==> src/rtl/p2s_rr_scheduler.sv <==
// Round-robin scheduler sharing one LSB-first parallel-to-serial shifter between NUM_REQ requesters.
// Optional even-parity trailer bit enabled by defining P2S_PARITY_EN.
module p2s_rr_scheduler #(
  parameter int NUM_REQ = 4,
  parameter int DATA_W  = 8,
  parameter int GAP_CYC = 1
) (
  input  logic                             clk,
  input  logic                             rst_n,
  input  logic [NUM_REQ-1:0]               req_valid,
  input  logic [NUM_REQ-1:0][DATA_W-1:0]   req_data,
  output logic [NUM_REQ-1:0]               req_ready,
  output logic                             serial_out,
  output logic                             serial_valid,
  output logic [$clog2(NUM_REQ)-1:0]       grant_id,
  output logic                             busy
);

  localparam int ID_W   = $clog2(NUM_REQ);
  localparam int IDX_W  = ID_W + 1;
  localparam int CNT_W  = $clog2(DATA_W + 1);
  localparam int GCNT_W = 3;
`ifdef P2S_PARITY_EN
  localparam int LAST_BIT = DATA_W;
`else
  localparam int LAST_BIT = DATA_W - 1;
`endif

  typedef enum logic [1:0] {
    ST_IDLE  = 2'd0,
    ST_SHIFT = 2'd1,
    ST_GAP   = 2'd2
  } state_t;

  state_t              state_r;
  logic [ID_W-1:0]     ptr_r;
  logic [DATA_W-1:0]   shreg_r;
  logic [CNT_W-1:0]    bit_cnt_r;
  logic [GCNT_W-1:0]   gap_cnt_r;
  logic [ID_W-1:0]     winner_s;
  logic                any_valid_s;
  logic [IDX_W-1:0]    idx_s;

`ifdef P2S_PARITY_EN
  logic                par_r;

  function automatic logic even_parity(input logic [DATA_W-1:0] d);
    return ^d;
  endfunction
`endif

  // Winner search: walk downward so the last hit is the first valid at or after ptr.
  always_comb begin
    winner_s    = '0;
    any_valid_s = 1'b0;
    idx_s       = '0;
    for (int i = NUM_REQ - 1; i >= 0; i--) begin
      idx_s       = {1'b0, ptr_r} + IDX_W'(i);
      idx_s       = (idx_s >= IDX_W'(NUM_REQ)) ? (idx_s - IDX_W'(NUM_REQ)) : idx_s;
      winner_s    = req_valid[idx_s[ID_W-1:0]] ? idx_s[ID_W-1:0] : winner_s;
      any_valid_s = any_valid_s | req_valid[idx_s[ID_W-1:0]];
    end
  end

  // One-hot accept strobe, only offered in IDLE and forced low while reset is held.
  always_comb begin
    req_ready           = '0;
    req_ready[winner_s] = rst_n & (state_r == ST_IDLE) & any_valid_s;
  end

  // Frame sequencer: accept, shift data bits (plus optional parity), then idle gap.
  always_ff @(posedge clk or negedge rst_n) begin
    if (!rst_n) begin
      state_r      <= ST_IDLE;
      ptr_r        <= '0;
      shreg_r      <= '0;
      bit_cnt_r    <= '0;
      gap_cnt_r    <= '0;
      serial_out   <= 1'b0;
      serial_valid <= 1'b0;
      grant_id     <= '0;
      busy         <= 1'b0;
`ifdef P2S_PARITY_EN
      par_r        <= 1'b0;
`endif
    end else begin
      case (state_r)
        ST_IDLE: begin
          if (any_valid_s) begin
            serial_out   <= req_data[winner_s][0];
            shreg_r      <= req_data[winner_s] >> 1;
            serial_valid <= 1'b1;
            bit_cnt_r    <= '0;
            grant_id     <= winner_s;
            ptr_r        <= (winner_s == ID_W'(NUM_REQ - 1)) ? '0 : (winner_s + ID_W'(1));
            busy         <= 1'b1;
            state_r      <= ST_SHIFT;
`ifdef P2S_PARITY_EN
            par_r        <= even_parity(req_data[winner_s]);
`endif
          end else begin
            state_r <= ST_IDLE;
          end
        end
        ST_SHIFT: begin
          if (bit_cnt_r == CNT_W'(LAST_BIT)) begin
            serial_valid <= 1'b0;
            serial_out   <= 1'b0;
            bit_cnt_r    <= '0;
            gap_cnt_r    <= '0;
            if (GAP_CYC > 0) begin
              state_r <= ST_GAP;
            end else begin
              state_r <= ST_IDLE;
              busy    <= 1'b0;
            end
          end else begin
            bit_cnt_r <= bit_cnt_r + CNT_W'(1);
            shreg_r   <= shreg_r >> 1;
`ifdef P2S_PARITY_EN
            serial_out <= (bit_cnt_r == CNT_W'(DATA_W - 1)) ? par_r : shreg_r[0];
`else
            serial_out <= shreg_r[0];
`endif
          end
        end
        ST_GAP: begin
          if (gap_cnt_r == GCNT_W'(GAP_CYC - 1)) begin
            state_r   <= ST_IDLE;
            busy      <= 1'b0;
            gap_cnt_r <= '0;
          end else begin
            gap_cnt_r <= gap_cnt_r + GCNT_W'(1);
          end
        end
        default: begin
          state_r      <= ST_IDLE;
          serial_valid <= 1'b0;
          serial_out   <= 1'b0;
          busy         <= 1'b0;
        end
      endcase
    end
  end

endmodule

==> config.mk <==
export PLATFORM = sky130hd
export DESIGN_NAME = p2s_rr_scheduler
export DESIGN_NICKNAME = d
export VERILOG_FILES = /design/src/rtl/p2s_rr_scheduler.sv
export SDC_FILE = /design/constraint.sdc
export NUM_CORES = 1
export LEC_CHECK = 0
export CAP_MARGIN = 25
export CORE_ASPECT_RATIO = 1.2
export CORE_MARGIN = 2
export CORE_UTILIZATION = 50
export CTS_BUF_LIST = sky130_fd_sc_hd__clkbuf_4 sky130_fd_sc_hd__clkbuf_8 sky130_fd_sc_hd__clkbuf_16
export DETAILED_ROUTE_END_ITERATION = 12
export PLACE_DENSITY = 0.85
export SETUP_SLACK_MARGIN = 0.02
export SLEW_MARGIN = 25
export SYNTH_ARGS = -nofsm -noshare
export SYNTH_HDL_FRONTEND = slang
export SYNTH_SLANG_ARGS = --single-unit
export TNS_END_PERCENT = 10
==> constraint.sdc <==
create_clock -name clk -period 7.2 [get_ports clk]
set_input_delay 2.16 -clock clk [delete_from_list [all_inputs] [get_ports clk]]
set_output_delay 2.16 -clock clk [all_outputs]
set_load 0.05 [all_outputs]
==> out/summary.log, run 1 <==
qor: placement.gp_congestion 0.827
qor: synth.synth_cells 165
qor: cells_and_area.layout-drive-gt1-share 6.60%
qor: cells_and_area.n_fill_cell 228
qor: placement.postPlaceCellArea 1990 um2
qor: synth.synthDistinctLibCells 37
qor: clocking.post_cts.repair.setup_buffers 0
qor: critical_path.timing.critical_path.cells clkdlybuf4s50_1 > nor2_1 > or4b_1 > and2_4 > ha_1 > and3_1 > clkdlybuf4s50_1
qor: floorplanning.io-pin-count 47
qor: floorplanning.floorplan.die.height 64.1 um
qor: synth.netlist_area_before_placement 1500 um2
qor: route.post_drt_via_cell_ratio 5.80
qor: sta.hold_viol 0
qor: clocking.clock_sinks 23
qor: power.p_sw 0.000326 W
qor: power.clock_network_fraction_of_design_power 8.8%
qor: sta.setup_violations 0
qor: route.detailroute.wirelength.met3 175 um
qor: sta.worst_clock_skew 0.00359 ns
qor: sta.clock_period_minus_worst_slack 6.84 ns
qor: sta.min_period_over_period 95.1%
qor: floorplanning.die_area 3460 um2
qor: clocking.cts_tree built
qor: hold_path.worstHoldPathType reg -> reg
qor: synth.synthesis.area_per_instance 9.11 um2
qor: clocking.clkLatencyLatePin 0.30 ns
qor: critical_path.cpMaxStageDelayCell clkdlybuf4s50_1
qor: power.power_switching_share 45.4%
qor: floorplanning.die-width 54.0 um
qor: synth.synthesis.yosys.warnings 0
qor: clocking.clock_input_transition_at_the_sequential_cells_of_the_worst_setup_and_hold_paths 0.13 ns
qor: power.irDropWorstVdd 201 uV
qor: cells_and_area.mostFrequentLayoutCell clkdlybuf4s50_1
qor: power.leakage_power_figure 0.954 nW
qor: sta.rsz0062_at_grt false
qor: power.pwr-share-comb 59.4%
qor: flow_run.timing.max_cap.violations 0
qor: critical_path.cp_data_arrival_time 4.68 ns
qor: route.detail_route.wirelength.met1 1.46 mm
qor: critical_path.timing.critical_path.mode_cell clkdlybuf4s50_1
qor: sta.report.final.slew_viol_count 0
qor: sta.tns 0 ns
qor: critical_path.worstSetupEndpointType primary output
qor: cells_and_area.finish.net_count 258
qor: grt.grt.total_usage 22.6%
qor: placement.port_buffers 46
qor: critical_path.worstPathMaxFanout 19
qor: cells_and_area.area.growth.synth_to_final 34.1%
qor: grt.grt_pass1_wl 6.01 mm
qor: cells_and_area.layout.area.seq 576 um2
qor: cells_and_area.multiInputGateArea 867 um2
qor: cells_and_area.final_cell_mix 44 x clkdlybuf4s50_1, 27 x nand2_1, 23 x dfrtp_1, 14 x mux2i_1
qor: cells_and_area.n_antenna_cell 0
qor: route.dr.first_iter.drc_count 50
qor: clocking.clk_root_buffer_cell clkbuf_4
qor: sta.max-slew-margin-rel 39.5%
qor: route.postRouteWirelength 3.62 mm
qor: critical_path.timing_worst_setup_path_type in -> out
qor: clocking.cts_hold_buffers 0
qor: clocking.htreeDepth 1
qor: outcome.status finished, final reports clean
qor: clocking.numCtsBuffers 3
qor: sta.tightestPinTransition 0.904 ns
qor: grt.grt_start_max_net_pins 26
qor: floorplanning.start_util 53.0%
qor: route.drt-wirelength-per-cell 14.7 um
qor: grt.grt_antenna_before_repair 0
qor: route.drt_drc_violations_left 0
qor: critical_path.start_kind primary input
qor: power.p_int 0.000392 W
qor: route.routed.top_layer met4
qor: sta.fmax 0.146 GHz
qor: synth.synth_sequential_area_ratio 38.3%
qor: route.detailroute.via_count 1,426
qor: critical_path.cp_slowest_stage_delay 0.70 ns
qor: synth.syn_nets 210
qor: floorplanning.core-area 2840 um2
qor: clocking.cts.path.max_buffers 2
qor: route.drt_first_pass_iters 4
qor: critical_path.critical_path_required 5.04 ns
qor: route.postRouteAntennaNets 0
qor: power.seqPwrFrac 31.8%
qor: grt.first_global_vias 1,449
qor: clocking.post_cts_resize_count 0
qor: floorplanning.placement_rows 21
qor: power.p_per_area 356 nW/um2
qor: cells_and_area.layout.cell_area.non_filler 2020 um2
qor: power.power 0.000718 W
qor: grt.grt.overflow.total 0
qor: route.met2RoutedLength 1.97 mm
qor: placement.place.detailed.hpwl 2.89 mm
qor: synth.synth.ff_latch_count 23
-- flip-flops by register name, indices dropped and copies added (netlist names) --
signal	count
ptr_r	2
busy	1
grant_id	2
serial_valid	1
serial_out	1
gap_cnt_r	3
state_r	2
shreg_r	7
bit_cnt_r	4
-- per-layer routing --
layer	up-vias	track usage [%]
li1	691	-
met1	691	26.3
met2	40	41.5
met3	4	2.57
met4	0	6.56
met5	-	0
-- final cells by class --
type	instances	share of cell area, %
sequential	23	28.6
clock buffer	4	1.49
tap	34	2.11
inverter	8	1.49
timing repair buffer	48	23.3
multi-input combinational	129	43.0
-- Yosys cell counts --
cell type  number  share of area, %
or4_1           1              0.50
o211ai_1        6               3.0
a311o_1         1              0.67
a32o_1          1              0.67
buf_4           1              0.50
a21o_1          2               1.0
o21ai_0         5               1.7
nand2_1        27               6.7
inv_1           7               1.7
or2_2           1              0.42
and3_1          5               2.1
mux2i_1        14               9.3
nand4_1         1              0.42
o32a_1          1              0.67
o21ai_2         1              0.58
a21boi_0        1              0.50
a221o_1         1              0.67
dfrtp_1        23                38
a21oi_1         7               2.3
clkbuf_1        3              0.75
o221a_4         1               1.3
and2_4          1              0.58
nand3_1         9               3.0
nor4_1          1              0.42
nor2b_1         7               2.9
a22o_1          3               1.7
nor2_1          9               2.2
nor3_1          1              0.33
o31ai_1         1              0.50
ha_1            7               5.8
nor2_2          1              0.42
o22ai_1         2              0.83
nand2b_1        4               1.7
buf_6           1              0.75
inv_2           1              0.25
or4b_1          1              0.67
o211a_1         6               4.0
-- worst max-delay path: cells and delay by family --
| family | cells | cell delay [ns] |
|---|---|---|
| AND/OR/NAND/NOR | 4 | 1.06 |
| adder cells (fa/ha/maj) | 1 | 0.22 |
| buffers and inverters | 2 | 1.23 |
-- kinds of logic after synthesis --
kind of cell               Yosys count  share of synthesized area, %
buffers and inverters               13                          4.00
DFF                                 23                          38.3
adders and majority gates            7                          5.83
muxes                               14                          9.33
and+or+nand+nor                     69                          22.4
AOI/OAI and AO/OA                   39                          20.1
-- metrics by stage --
| step | hold WS (ns) | worst slack (ns) | utilization, % | instances |
|---|---|---|---|---|
| after global placement | 0.473 | 0.431 | 70.0 | 242 |
| after global routing | 0.540 | 0.282 | 71.0 | 246 |
| after detailed placement | 0.478 | 0.344 | 70.0 | 242 |
| after CTS | 0.498 | 0.339 | 71.0 | 246 |
| final | 0.499 | 0.355 | 71.0 | 246 |
| after floorplan | 0.452 | 1.13 | - | 165 |
-- power by group through the flow --
stage	logic [W]	registers [W]	clock network, W
2_1_floorplan	0.000288	0.000258	0
3_3_place_gp	0.000410	0.000226	0
3_5_place_dp	0.000429	0.000230	0
4_1_cts	0.000429	0.000228	0.0000644
5_1_grt	0.000471	0.000235	0.0000698
6_report	0.000427	0.000228	0.0000630
-- final timing paths --
check | start | slack (ns) | end | cells after the start
setup / recovery | req_valid[3] | 0.36 | req_ready[0] | 7
hold / removal | bit_cnt_r[3] | 0.50 | bit_cnt_r[3] | 1
setup reg to reg | state_r[0] | 4.90 | shreg_r[3] | 6
hold reg to reg | bit_cnt_r[3] | 0.50 | bit_cnt_r[3] | 1
max in group asynchronous | rst_n | 4.68 | ptr_r[1] | 2
min in group asynchronous | rst_n | 2.28 | grant_id[1] | 2
Note: power is estimated with default switching activity, not from simulation.
==> run 2, diff against run 1 <==
--- a/config.mk
+++ b/config.mk
@@ -5,13 +5,14 @@
 export SDC_FILE = /design/constraint.sdc
 export NUM_CORES = 1
 export LEC_CHECK = 0
+export ABC_AREA = 1
 export CAP_MARGIN = 25
 export CORE_ASPECT_RATIO = 1.2
 export CORE_MARGIN = 2
-export CORE_UTILIZATION = 50
+export CORE_UTILIZATION = 48
 export CTS_BUF_LIST = sky130_fd_sc_hd__clkbuf_4 sky130_fd_sc_hd__clkbuf_8 sky130_fd_sc_hd__clkbuf_16
 export DETAILED_ROUTE_END_ITERATION = 12
-export PLACE_DENSITY = 0.85
+export PLACE_DENSITY = 0.8
 export SETUP_SLACK_MARGIN = 0.02
 export SLEW_MARGIN = 25
 export SYNTH_ARGS = -nofsm -noshare
==> constraint.sdc (replaced) <==
create_clock -name clk -period 7 [get_ports clk]
set_input_delay 2.1 -clock clk [delete_from_list [all_inputs] [get_ports clk]]
set_output_delay 2.1 -clock clk [all_outputs]
set_load 0.05 [all_outputs]
==> out/summary.log, run 2 <==
qor: outcome.status finished, final reports clean [unchanged]
qor: floorplanning.start_util 50.2% [was 53.0%]
qor: placement.port_buffers 46 [unchanged]
qor: floorplanning.core-area 3340 um2 [was 2840 um2]
qor: sta.report.final.slew_viol_count 0 [unchanged]
qor: cells_and_area.finish.net_count 349 [was 258]
qor: clocking.numCtsBuffers 3 [unchanged]
qor: synth.synth_most_common_cell nand2_1 [unchanged]
qor: sta.timing.final.ws_setup 0.679 ns [was 0.355 ns]
qor: synth.synth_top_cell_by_area dfrtp_1 [unchanged]
qor: route.dr.first_iter.drc_count 84 [was 50]
qor: route.routed.top_layer met4 [unchanged]
qor: cells_and_area.mostFrequentLayoutCell nand2_1 [was clkdlybuf4s50_1]
qor: sta.setup_violations 0 [unchanged]
qor: sta.hold_viol 0 [unchanged]
qor: power.p_per_area 472 nW/um2 [was 356 nW/um2]
qor: critical_path.timing.critical_path.cells clkdlybuf4s50_1 > inv_1 > nand2_1 > nand3_1 > nand2_1 > inv_1 > nand2_1 > nand2_1 > nand2_1 > nand2_2 > inv_2 > ha_1 > inv_1 > nor2_1 > buf_4 [was clkdlybuf4s50_1 > nor2_1 > or4b_1 > and2_4 > ha_1 > and3_1 > clkdlybuf4s50_1]
qor: floorplanning.die-width 58.0 um [was 54.0 um]
qor: sta.tns 0 ns [unchanged]
qor: cells_and_area.layout.area.seq 576 um2 [unchanged]
qor: cells_and_area.layout-drive-gt1-share 7.59% [was 6.60%]
qor: critical_path.cp_slowest_stage_delay 0.48 ns [was 0.70 ns]
qor: route.drt_first_pass_iters 4 [unchanged]
qor: synth.syn_nets 301 [was 210]
qor: route.postRouteWirelength 3.97 mm [was 3.62 mm]
qor: route.drt-wirelength-per-cell 11.7 um [was 14.7 um]
qor: critical_path.cpMaxStageDelayCell clkdlybuf4s50_1 [unchanged]
qor: cells_and_area.final_cell_mix 108 x nand2_1, 42 x clkdlybuf4s50_1, 31 x inv_1, 24 x nor2_1, 23 x dfrtp_1 [was 44 x clkdlybuf4s50_1, 27 x nand2_1, 23 x dfrtp_1, 14 x mux2i_1]
qor: sta.clock_period_minus_worst_slack 6.32 ns
qor: clocking.clock_sinks 23 [unchanged]
qor: critical_path.timing.critical_path.mode_cell nand2_1 [was clkdlybuf4s50_1]
qor: grt.first_global_vias 1,544 [was 1,449]
qor: sta.rsz0062_at_grt false [unchanged]
qor: synth.synth_sequential_area_ratio 34.3% [was 38.3%]
qor: critical_path.start_kind primary input [unchanged]
qor: critical_path.worstSetupEndpointType primary output [unchanged]
qor: route.post_drt_via_cell_ratio 4.96 [was 5.80]
qor: synth.synthDistinctLibCells 22 [was 37]
qor: synth.synth_top_area_share 34.3% [was 38.3%]
qor: grt.grt_start_max_net_pins 26 [unchanged]
qor: synth.synth_cells 256 [was 165]
qor: placement.placement.setup.worst_slack 0.698 ns [was 0.344 ns]
qor: sta.tightestPinTransition 0.499 ns [was 0.904 ns]
qor: clocking.cts_tree built [unchanged]
qor: sta.min_period_over_period 90.3%
qor: sta.final.hold.worst_slack 0.484 ns [was 0.499 ns]
qor: route.postRouteAntennaNets 0 [unchanged]
qor: cells_and_area.n_fill_cell 305 [was 228]
qor: clocking.post_cts.repair.setup_buffers 0 [unchanged]
qor: sta.worst_clock_skew 0.00738 ns [was 0.00359 ns]
qor: route.detailroute.via_count 1,685 [was 1,426]
qor: cells_and_area.layout.cell_area.non_filler 2190 um2 [was 2020 um2]
qor: power.irDropWorstVdd 400 uV [was 201 uV]
qor: floorplanning.die_area 3980 um2 [was 3460 um2]
qor: synth.synth-async-reset-ratio 100% [unchanged]
qor: sta.fmax 0.158 GHz
qor: route.met2RoutedLength 2.04 mm [was 1.97 mm]
qor: grt.grt.total_usage 21.3% [was 22.6%]
qor: placement.place.detailed.hpwl 3.16 mm [was 2.89 mm]
qor: critical_path.cp_data_arrival_time 4.22 ns [was 4.68 ns]
qor: critical_path.critical_path_required 4.90 ns [was 5.04 ns]
qor: synth.synth.top_cells.by_area dfrtp_1 34%, nand2_1 24%, inv_1 6.9% [was dfrtp_1 38%, mux2i_1 9.3%, nand2_1 6.7%]
qor: route.detail_route.wirelength.met1 1.68 mm [was 1.46 mm]
qor: grt.grt_antenna_before_repair 0 [unchanged]
qor: route.drt_drc_violations_left 0 [unchanged]
qor: synth.synth_ff_type dfrtp_1 [unchanged]
qor: cells_and_area.layout_top_registers shreg_r x7, bit_cnt_r x4, gap_cnt_r x3 [unchanged]
qor: cells_and_area.n_antenna_cell 0 [unchanged]
qor: clocking.clkLatencyLatePin 0.27 ns [was 0.30 ns]
qor: clocking.htreeDepth 1 [unchanged]
qor: synth.synth_enable_flop_cells 0 [unchanged]
qor: synth.synthesis.yosys.warnings 0 [unchanged]
qor: clocking.clk_root_buffer_cell clkbuf_8 [was clkbuf_4]
qor: synth.synthesis.area_per_instance 6.55 um2 [was 9.11 um2]
qor: synth.synth_top_cells_by_count 108 x nand2_1, 31 x inv_1, 24 x nor2_1, 23 x dfrtp_1, 20 x nand3_1 [was 27 x nand2_1, 23 x dfrtp_1, 14 x mux2i_1, 9 x nand3_1, 9 x nor2_1]
qor: floorplanning.placement_rows 23 [was 21]
qor: placement.postPlaceCellArea 2150 um2 [was 1990 um2]
qor: grt.grt.overflow.total 0 [unchanged]
qor: cells_and_area.area.growth.synth_to_final 30.7% [was 34.1%]
qor: cells_and_area.largest_register_ff_count 7 [unchanged]
qor: critical_path.worstPathMaxFanout 25 [was 19]
qor: hold_path.worstHoldPathType reg -> reg [unchanged]
qor: synth.netlist_area_before_placement 1680 um2 [was 1500 um2]
qor: synth.synth.ff_latch_count 23 [unchanged]
qor: floorplanning.floorplan.die.height 68.7 um [was 64.1 um]
qor: flow_run.timing.max_cap.violations 0 [unchanged]
qor: clocking.clock_input_transition_at_the_sequential_cells_of_the_worst_setup_and_hold_paths 0.08 ns [was 0.13 ns]
qor: sta.max-slew-margin-rel 66.7% [was 39.5%]
qor: clocking.cts_hold_buffers 0 [unchanged]
qor: cells_and_area.multiInputGateArea 930 um2 [was 867 um2]
qor: floorplanning.io-pin-count 47 [unchanged]
qor: clocking.post_cts_resize_count 0 [unchanged]
qor: route.detailroute.wirelength.met3 170 um [was 175 um]
qor: cells_and_area.registers.top_by_ff_count shreg_r [unchanged]
qor: clocking.cts.path.max_buffers 2 [unchanged]
qor: grt.grt_pass1_wl 6.44 mm [was 6.01 mm]
qor: cells_and_area.finalCoreUtilization 65.7% [was 71.0%]
qor: power.leakage_power_figure 1.16 nW [was 0.954 nW]
qor: placement.gp_congestion 0.981 [was 0.827]
qor: critical_path.timing_worst_setup_path_type in -> out [unchanged]
==> run 2: logic make-up after synthesis <==
kind of cell | synth area share [%]
DFF | 34.3
buffers and inverters | 10.2
and+or+nand+nor | 41.6
AOI/OAI and AO/OA | 7.61
xor gates and xnor gates | 1.04
adders and majority gates | 5.22
==> run 2: final timing paths <==
check | slack (ns) | cells after the start | endpoint | start
worst max-delay path | 0.68 | 15 | req_ready[1] | req_valid[0]
max in group asynchronous | 4.56 | 2 | gap_cnt_r[0] | rst_n
min in group asynchronous | 2.18 | 2 | busy | rst_n
worst min-delay path | 0.48 | 2 | shreg_r[4] | shreg_r[4]
worst max register to register | 4.63 | 12 | ptr_r[1] | ptr_r[0]
worst min register to register | 0.48 | 2 | shreg_r[4] | shreg_r[4]
==> run 2: layout make-up <==
class	count	area share (%)
well taps	37	2.11
flip-flops and latches	23	26.3
repair buffers	47	20.9
multi-input cells	194	42.4
inverters	35	6.22
clock inverters	1	0.228
clock buffers	3	1.88
==> run 2: critical path, delay by kind of cell <==
kind | cells | cell delay [ns]
fa+ha+maj | 1 | 0.18
buf+inv | 6 | 1.07
simple gates | 8 | 0.87
==> run 2: report_power, final <==
group / total (W) / switching [W] / internal (W)
combinational: 0.000724 / 0.000484 / 0.000240
clock: 0.0000821 / 0.0000424 / 0.0000397
sequential: 0.000228 / 0.0000380 / 0.000190
total: 0.00103 / 0.000565 / 0.000469
==> run 2: layer usage <==
metal | global-route usage [%] | vias to the layer above
met5 | 0 | -
met2 | 39.3 | 34
met1 | 24.7 | 758
li1 | - | 885
met3 | 2.61 | 8
met4 | 9.30 | 0
==> run 2: stage by stage <==
stage	cells	power [W]
after floorplan	256	0.000807
after global placement	336	0.000940
after detailed placement	336	0.000955
after CTS	340	0.00104
after global routing	340	0.00114
final	340	0.00103
==> run 3, diff against run 2 <==
--- a/config.mk
+++ b/config.mk
@@ -12,7 +12,7 @@
 export CORE_UTILIZATION = 48
 export CTS_BUF_LIST = sky130_fd_sc_hd__clkbuf_4 sky130_fd_sc_hd__clkbuf_8 sky130_fd_sc_hd__clkbuf_16
 export DETAILED_ROUTE_END_ITERATION = 12
-export PLACE_DENSITY = 0.8
+export PLACE_DENSITY = 0.76
 export SETUP_SLACK_MARGIN = 0.02
 export SLEW_MARGIN = 25
 export SYNTH_ARGS = -nofsm -noshare
==> out/summary.log, run 3 (synthesis results as in run 2) <==
qor: grt.first_global_vias 1,480 [was 1,544]
qor: grt.grt.total_usage 20.9% [was 21.3%]
qor: route.drt_first_pass_iters 5 [was 4]
qor: cells_and_area.registers.top_by_ff_count shreg_r [unchanged]
qor: outcome.status finished, final reports clean [unchanged]
qor: clocking.cts_tree built [unchanged]
qor: placement.place.detailed.hpwl 3.09 mm [was 3.16 mm]
qor: hold_path.worstHoldPathType reg -> reg [unchanged]
qor: floorplanning.placement_rows 23 [unchanged]
qor: placement.post-place-cells 336 [unchanged]
qor: power.irDropWorstVdd 399 uV [was 400 uV]
qor: clocking.cts_hold_buffers 0 [unchanged]
qor: critical_path.critical_path_depth 15 [unchanged]
qor: sta.rsz0062_at_grt false [unchanged]
qor: cells_and_area.n_antenna_cell 0 [unchanged]
qor: critical_path.worstSetupEndpointType primary output [unchanged]
qor: clocking.clk_root_buffer_cell clkbuf_8 [unchanged]
qor: cells_and_area.layout_top_registers shreg_r x7, bit_cnt_r x4, gap_cnt_r x3 [unchanged]
qor: cells_and_area.mostFrequentLayoutCell nand2_1 [unchanged]
qor: critical_path.timing.critical_path.mode_cell nand2_1 [unchanged]
qor: critical_path.cp_data_arrival_time 4.16 ns [was 4.22 ns]
qor: grt.grt_start_max_net_pins 26 [unchanged]
qor: cells_and_area.final_cell_mix 108 x nand2_1, 42 x clkdlybuf4s50_1, 31 x inv_1, 24 x nor2_1, 23 x dfrtp_1 [unchanged]
qor: power.leakage_power_figure 1.16 nW [unchanged]
qor: sta.tns 0 ns [unchanged]
qor: critical_path.timing.critical_path.cells clkdlybuf4s50_1 > inv_1 > nand2_1 > nand3_1 > nand2_1 > inv_1 > nand2_1 > nand2_1 > nand2_1 > nand2_2 > inv_2 > ha_1 > inv_1 > nor2_1 > buf_4 [unchanged]
qor: route.drt-wirelength-per-cell 11.4 um [was 11.7 um]
qor: route.detailroute.via_count 1,646 [was 1,685]
qor: placement.postPlaceCellArea 2150 um2 [unchanged]
qor: critical_path.critical_path_required 4.90 ns [about the same]
qor: route.drt_drc_violations_left 0 [unchanged]
qor: clocking.numCtsBuffers 3 [unchanged]
qor: critical_path.start_kind primary input [unchanged]
qor: hold_path.worstHoldPathCells 2 [unchanged]
qor: clocking.clock_input_transition_at_the_sequential_cells_of_the_worst_setup_and_hold_paths 0.08 ns [about the same]
qor: grt.grt_antenna_before_repair 0 [unchanged]
qor: floorplanning.core-area 3340 um2 [unchanged]
qor: floorplanning.die-width 58.0 um [unchanged]
qor: route.postRouteWirelength 3.88 mm [was 3.97 mm]
qor: critical_path.regToRegSetupSlack 4.69 ns [was 4.63 ns]
qor: cells_and_area.area.growth.synth_to_final 30.7% [unchanged]
qor: placement.gp_congestion 0.833 [was 0.981]
qor: cells_and_area.layout.cell_area.non_filler 2190 um2 [unchanged]
qor: sta.fmax 0.160 GHz [was 0.158 GHz]
qor: sta.setup_violations 0 [unchanged]
qor: critical_path.timing_worst_setup_path_type in -> out [unchanged]
qor: critical_path.worstPathMaxFanout 25 [unchanged]
qor: grt.grt.overflow.total 0 [unchanged]
qor: power.p_per_area 470 nW/um2 [was 472 nW/um2]
qor: clocking.htreeDepth 1 [unchanged]
qor: floorplanning.start_util 50.2% [unchanged]
qor: grt.grt_pass1_wl 6.37 mm [was 6.44 mm]
qor: sta.report.final.slew_viol_count 0 [unchanged]
qor: sta.clock_period_minus_worst_slack 6.26 ns [was 6.32 ns]
qor: sta.worst_clock_skew 0.00606 ns [was 0.00738 ns]
qor: cells_and_area.largest_register_ff_count 7 [unchanged]
qor: power.power 0.00103 W [about the same]
qor: route.post_drt_via_cell_ratio 4.84 [was 4.96]
qor: sta.tightestPinTransition 0.511 ns [was 0.499 ns]
qor: critical_path.cp_slowest_stage_delay 0.47 ns [was 0.48 ns]
qor: clocking.clock_sinks 23 [unchanged]
qor: sta.hold_viol 0 [unchanged]
qor: floorplanning.io-pin-count 47 [unchanged]
qor: clocking.post_cts_resize_count 0 [unchanged]
qor: cells_and_area.layout-drive-gt1-share 7.59% [unchanged]
qor: placement.port_buffers 46 [unchanged]
qor: clocking.clkLatencyLatePin 0.27 ns [about the same]
qor: floorplanning.die_area 3980 um2 [unchanged]
qor: floorplanning.floorplan.die.height 68.7 um [unchanged]
qor: clocking.post_cts.repair.setup_buffers 0 [unchanged]
qor: sta.max-slew-margin-rel 65.8% [was 66.7%]
qor: critical_path.cpMaxStageDelayCell clkdlybuf4s50_1 [unchanged]
qor: critical_path.timing.critical_path.max_delay_family buffers and inverters [unchanged]
qor: flow_run.timing.max_cap.violations 0 [unchanged]
qor: route.postRouteAntennaNets 0 [unchanged]
qor: cells_and_area.finish.net_count 349 [unchanged]
qor: cells_and_area.layout_cells_excl_fill 340 [unchanged]
qor: critical_path.path_buf_inv 6 [unchanged]
qor: sta.min_period_over_period 89.5% [was 90.3%]
qor: route.dr.first_iter.drc_count 77 [was 84]
qor: clocking.cts.path.max_buffers 2 [unchanged]
qor: critical_path.depth_of_the_most_critical_reg_to_reg_path 12 [unchanged]
run 3: layout make-up:
type,count,area (um2)
clock buffer,3,41.3
clock inverter,1,5.00
fill,308,1150
inverter,35,136
multi-input combinational,194,930
sequential,23,576
tap,37,46.3
timing repair buffer,47,458
run 3: metal layers:
layer | GRT usage [%] | share of wire, %
met3 | 3.36 | 3.5
met5 | 0 | 0
met2 | 37.9 | 50
met4 | 8.43 | 2.5
met1 | 24.4 | 44
run 3: metrics by stage:
step	utilization, %	setup WS, ns	hold WS [ns]
floorplan	-	1.22	0.449
global placement	64.3	0.754	0.464
detailed placement	64.3	0.729	0.466
CTS	65.7	0.718	0.487
global route	65.7	0.427	0.499
finish	65.7	0.736	0.484
run 3: final timing paths:
path | from | to
worst min-delay path | shreg_r[0] | shreg_r[0]
max in group asynchronous | rst_n | shreg_r[5]
worst max-delay path | req_valid[0] | req_ready[1]
min in group asynchronous | rst_n | grant_id[0]
worst min register to register | shreg_r[0] | shreg_r[0]
worst max register to register | ptr_r[0] | ptr_r[1]
run 3: worst min-delay path: stages (launching register included):
cell and delay, ns:
dfrtp_1 0.35, nand2_1 0.06, nand2_1 0.05
run 3: where the power goes:
| group | total (W) | switching (W) | internal [W] |
|---|---|---|---|
| clock | 0.0000830 | 0.0000432 | 0.0000398 |
| sequential | 0.000227 | 0.0000371 | 0.000190 |
| combinational | 0.000719 | 0.000479 | 0.000240 |
